===== src/rtl/seq_det_param_if.sv =====
//==============================================================================
// Module      : seq_det_param_if
// Description : Serial-bit bus between a bit source (master) and the
//               sequence detector (slave). Carries the data bit, the
//               qualifier, the synchronous clear, and the detector's match
//               outputs.
// Revision    : 1.0 - initial release
//==============================================================================
`default_nettype none

interface seq_det_param_if #(
   parameter int CNT_W = 8
);
   logic             d_in;
   logic             d_valid;
   logic             clr;
   logic             d_out;
   logic [CNT_W-1:0] match_cnt;
   logic             cnt_sat;

   // The bit source drives the stream and observes the detector results.
   modport master (
      output d_in,
      output d_valid,
      output clr,
      input  d_out,
      input  match_cnt,
      input  cnt_sat
   );

   // The detector consumes the stream and reports matches.
   modport slave (
      input  d_in,
      input  d_valid,
      input  clr,
      output d_out,
      output match_cnt,
      output cnt_sat
   );
endinterface

`default_nettype wire


===== src/rtl/seq_det_param.sv =====
//==============================================================================
// Module      : seq_det_param
// Description : Parameterised serial pattern detector. It keeps a LEN-1 bit
//               history and a fill count, and makes a Mealy decision on each
//               consumed bit. The match pulse is registered, so it appears
//               one cycle after the completing bit. Overlapping or
//               non-overlapping detection is selectable. When the macro
//               SEQ_DET_MATCH_CNT_EN is defined, an optional saturating
//               match counter is included.
// Revision    : 1.0 - initial release
//==============================================================================
`default_nettype none

module seq_det_param #(
   parameter int             LEN     = 3,
   parameter logic [LEN-1:0] PATTERN = 3'b111,
   parameter bit             OVERLAP = 1'b1,
   parameter int             CNT_W   = 8
) (
   input  wire logic          clk,
   input  wire logic          rst,
   seq_det_param_if.slave     bus
);

   // The fill count only needs to reach LEN-1.
   localparam int             c_FW       = (LEN > 2) ? $clog2(LEN) : 1;
   localparam logic [c_FW-1:0] c_FILL_MAX = c_FW'(LEN - 1);

   logic [LEN-2:0]  r_hist;
   logic [c_FW-1:0] r_fill;
   logic            r_dout;

   logic [LEN-1:0]  w_cand;
   logic            w_match;

   // Candidate window: the stored history followed by the incoming bit as the newest bit.
   assign w_cand  = {r_hist, bus.d_in};
   assign w_match = bus.d_valid && (r_fill == c_FILL_MAX) && (w_cand == PATTERN);

   // History, fill and registered match pulse; reset beats clr, and clr beats d_valid.
   always_ff @(posedge clk) begin
      if (!rst) begin
         r_hist <= '0;
         r_fill <= '0;
         r_dout <= 1'b0;
      end else if (bus.clr) begin
         r_hist <= '0;
         r_fill <= '0;
         r_dout <= 1'b0;
      end else begin
         r_dout <= w_match;
         if (bus.d_valid) begin
            r_hist <= w_cand[LEN-2:0];
            if (w_match && !OVERLAP) begin
               // A non-overlapping match needs LEN fresh bits before the next one.
               r_fill <= '0;
            end else if (r_fill != c_FILL_MAX) begin
               r_fill <= r_fill + c_FW'(1);
            end
         end
      end
   end

   assign bus.d_out = r_dout;

`ifdef SEQ_DET_MATCH_CNT_EN
   logic [CNT_W-1:0] r_cnt;

   // Saturating match counter; it holds at all-ones instead of wrapping.
   always_ff @(posedge clk) begin
      if (!rst) begin
         r_cnt <= '0;
      end else if (bus.clr) begin
         r_cnt <= '0;
      end else if (w_match && !(&r_cnt)) begin
         r_cnt <= r_cnt + CNT_W'(1);
      end
   end

   assign bus.match_cnt = r_cnt;
   assign bus.cnt_sat   = &r_cnt;
`else
   assign bus.match_cnt = '0;
   assign bus.cnt_sat   = 1'b0;
`endif

endmodule

`default_nettype wire


===== src/flat_wrapper.sv =====
// flat-port wrapper written by rule: the top's interface ports become plain ports
module seq_det_param_flat 
#(
   parameter int             LEN     = 3,
   parameter logic [LEN-1:0] PATTERN = 3'b111,
   parameter bit             OVERLAP = 1'b1,
   parameter int             CNT_W   = 8
)
  (clk, rst, bus_d_in, bus_d_valid, bus_clr, bus_d_out, bus_match_cnt, bus_cnt_sat);
  seq_det_param_if #(.CNT_W(CNT_W)) bus_i ();
  input  wire logic clk;
  input  wire logic rst;
  input wire logic [$bits(bus_i.d_in)-1:0] bus_d_in;
  input wire logic [$bits(bus_i.d_valid)-1:0] bus_d_valid;
  input wire logic [$bits(bus_i.clr)-1:0] bus_clr;
  output wire logic [$bits(bus_i.d_out)-1:0] bus_d_out;
  output wire logic [$bits(bus_i.match_cnt)-1:0] bus_match_cnt;
  output wire logic [$bits(bus_i.cnt_sat)-1:0] bus_cnt_sat;
  assign bus_i.d_in = bus_d_in;
  assign bus_i.d_valid = bus_d_valid;
  assign bus_i.clr = bus_clr;
  assign bus_d_out = bus_i.d_out;
  assign bus_match_cnt = bus_i.match_cnt;
  assign bus_cnt_sat = bus_i.cnt_sat;
  seq_det_param #(.LEN(LEN), .PATTERN(PATTERN), .OVERLAP(OVERLAP), .CNT_W(CNT_W)) u_core (.clk(clk), .rst(rst), .bus(bus_i));
endmodule

===== config.mk =====
export PLATFORM = sky130hd
export DESIGN_NAME = seq_det_param_flat
export DESIGN_NICKNAME = d
export VERILOG_FILES = /design/src/rtl/seq_det_param_if.sv /design/src/rtl/seq_det_param.sv /design/src/flat_wrapper.sv
export SDC_FILE = /design/constraint.sdc
export NUM_CORES = 1
export LEC_CHECK = 0
export ABC_AREA = 1
export CORE_AREA = 4 4 41 43
export CTS_BUF_LIST = sky130_fd_sc_hd__clkbuf_8
export CTS_CLUSTER_SIZE = 12
export DETAILED_ROUTE_END_ITERATION = 7
export DIE_AREA = 0 0 45 47
export PLACE_DENSITY = 0.55
export SLEW_MARGIN = 10
export SYNTH_ARGS = -nofsm -noshare
export SYNTH_HDL_FRONTEND = slang
export SYNTH_SLANG_ARGS = --single-unit

===== constraint.sdc =====
create_clock -name clk -period 0.98 [get_ports clk]
set_input_delay 0.147 -clock clk [delete_from_list [all_inputs] [get_ports clk]]
set_output_delay 0.147 -clock clk [all_outputs]
set_load 0.005 [all_outputs]

==> reports/qor.txt <==
Reg2Reg Setup Slack -> 0.06 ns
Crit. End Element -> register
Mapped Area -> 302 um2
Tot GR Track Use -> 5.94%
Final Max Slew Viols -> 0
Most frequent cells in the layout -> conb_1 (9), nand2_1 (6), inv_1 (4), dfxtp_1 (4)
Grt ovf -> 0
H-tree lvl count -> 1
Routed Antenna Nets -> 0
Max Clk Rate -> 1090 MHz
Buffers on Ports -> 5
First-pass GRT wire length -> 752 um
Placed cell areas -> 333 um2
Worst Hold End -> u_core.r_hist[0]
Final WL -> 560 um
Initial DRC count -> 5
Worst R2R Start -> u_core.r_fill[0]
Reg2reg end -> u_core.r_fill[1]
Via/cell ratio -> 3.62
Arr. time, crit path -> 1.03 ns
Die area -> 0.00212 mm2
Initial antenna violation count -> 0
Syn. warnings -> 0
Hold path startpoint -> bus_d_valid
MaxCap Viol Count -> 0
Die width -> 45 um
Clk Latency, worst-skew pair -> 0.22 ns
Area Growth Syn to Fin -> 34.4%
Antenna Cells -> 0
Worst hold slack -> 0.371 ns
Yosys cell types -> 14
Clock buffer count from CTS -> 3
Syn_area_per_cell -> 7.73 um2
Cell area after layout -> 405 um2
Unrepaired setup endpoints after global routing -> false
CP required -> 1.09 ns
Status -> finished, final reports clean
Ports -> 15
Core Util, Final -> 31.2%
Maximum root-to-sink buffer count -> 2
Filler cells -> 151
Comb power frac -> 11.1%
Core Box Area -> 0.00130 mm2
Largest net degree at the start of global routing -> 8
DR pass1 iterations -> 2
PwrDens -> 1630 mW/mm2
CTS clk-pin slew, worst paths -> 0.04 ns
DR vias -> 228
Crit path max fanout -> 2
CTS tree -> built
Final Cycle Share -> 93.4%
Cell count after synthesis -> 39
Die H -> 47 um
# clock sinks -> 5
WS Path Type -> register to register
Clock Power Share -> 56.4%
Final std cells w/o fill -> 63
Power Internal -> 0.513 mW
HPWL Detailed -> 387 um
Clk Tree Root Cell -> clkbuf_8
Initial Util -> 23.2%
Worst vdd rail ir drop -> 0.873 mV
Nets@finish -> 55
Post-DR wirelength/cell -> 8.89 um
Final GP Congestion -> 0.723
Clk_skew -> 0.00292 ns
Share of layout cells above drive strength 1 -> 27.1%
Fin Setup TNS -> 0 ns
Switching Share -> 22.4%
P_sw -> 0.148 mW
Hold path cells -> 3
Reg2reg path depth -> 5
Hold violation count in the final report -> 0
Leak Pwr -> 0.199 nW
# setup viols final -> 0
Row count -> 13
Yosys reg bits -> 5
Min-Delay Path Class -> primary input to register
Critical path startpoint category -> register
Sequential area share after synthesis -> 33.2%
Post-Place Cells -> 58
# hold bufs at CTS -> 0
Flop pwr share -> 32.5%
Fin crit period -> 0.915 ns
Post-route DRC -> 0
Vias in the first global route -> 174
Commonest non-fill, non-tap cell in the layout -> conb_1
==> kinds of logic (layout without fill, tap and decap cells) <==
| group | after synthesis | after routing | synth area share (%) |
|---|---|---|---|
| and+or+nand+nor | 15 | 15 | 26.6 |
| buffers and inverters | 14 | 15 | 28.6 |
| DFF | 5 | 5 | 33.2 |
| AOI/OAI and AO/OA | 3 | 3 | 6.22 |
| adders and majority gates | 1 | 1 | 4.15 |
| other | 1 | 9 | 1.24 |
==> cell usage after synthesis <==
library cell | count | area, um2
buf_4 | 9 | 67.6
nand2_1 | 6 | 22.5
dfxtp_1 | 5 | 100
inv_1 | 4 | 15.0
nand3_1 | 4 | 20.0
a21oi_1 | 2 | 10.0
nor2_1 | 2 | 7.51
a21oi_2 | 1 | 8.76
conb_1 | 1 | 3.75
ha_1 | 1 | 12.5
inv_2 | 1 | 3.75
nand4_2 | 1 | 12.5
nor2_2 | 1 | 6.26
nor2_4 | 1 | 11.3
==> sequential cells by signal, indices dropped and copies added, names as in the netlist <==
register          cells
u_core.r_fill         2
u_core.r_hist         2
u_core.bus.d_out      1
==> timing repair <==
| item | CTS | global route |
|---|---|---|
| endpoints found under the setup margin | 1 | 2 |
| setup buffers | 0 | 1 |
| pin swaps | 0 | 1 |
| gates resized for setup | 1 | 6 |
| endpoints found under the hold margin | 0 | 0 |
==> worst max path at each step <==
stage                           startpoint               end  slack [ns]  cells past startpoint
after detailed placement       bus_d_valid  u_core.r_hist[1]       -0.13                      4
after global placement         bus_d_valid  u_core.r_hist[1]       -0.11                      4
after global routing      u_core.r_fill[0]  u_core.r_fill[1]       0.003                      5
final                     u_core.r_fill[0]  u_core.r_fill[1]        0.06                      5
after CTS                 u_core.r_fill[0]  u_core.r_fill[1]       0.009                      6
after floorplan           u_core.r_fill[0]  u_core.r_fill[0]        0.07                      6
==> area by class of cell <==
| class | count | area (um2) | share of cell area, % |
|---|---|---|---|
| tap | 15 | 18.8 | 4.63 |
| timing repair buffer | 6 | 58.8 | 14.5 |
| clock buffer | 3 | 41.3 | 10.2 |
| sequential | 5 | 101 | 25.0 |
| clock inverter | 1 | 3.75 | 0.926 |
| inverter | 5 | 18.8 | 4.63 |
| multi-input combinational | 28 | 163 | 40.1 |
==> through the flow <==
| stage | power (mW) | setup WS, ns |
|---|---|---|
| finish | 0.660 | 0.0647 |
| CTS | 0.655 | 0.00935 |
| global placement | 0.277 | -0.111 |
| global route | 0.709 | 0.00252 |
| detailed placement | 0.278 | -0.133 |
| floorplan | 0.276 | 0.0730 |
==> routing by layer <==
metal	global-route usage [%]	part of all wire, %	up-vias
met3	7.66	18	2
met5	0	0	-
li1	-	-	121
met1	5.95	41	93
met4	3.51	0.71	0
met2	6.50	40	12
==> critical path, cell delays in order (launching register included) <==
cell and delay (ns):
dfxtp_2 0.31, inv_1 0.06, ha_4 0.26, nand3_2 0.07
nand2_1 0.08, nor2_1 0.03
==> power by group through the flow <==
stage | sequential (mW) | clock (mW) | combinational, mW
finish | 0.215 | 0.372 | 0.0734
global route | 0.215 | 0.410 | 0.0838
global placement | 0.216 | 0 | 0.0607
floorplan | 0.216 | 0 | 0.0604
CTS | 0.214 | 0.380 | 0.0614
detailed placement | 0.217 | 0 | 0.0611
Note: power is estimated with default switching activity, not from simulation.
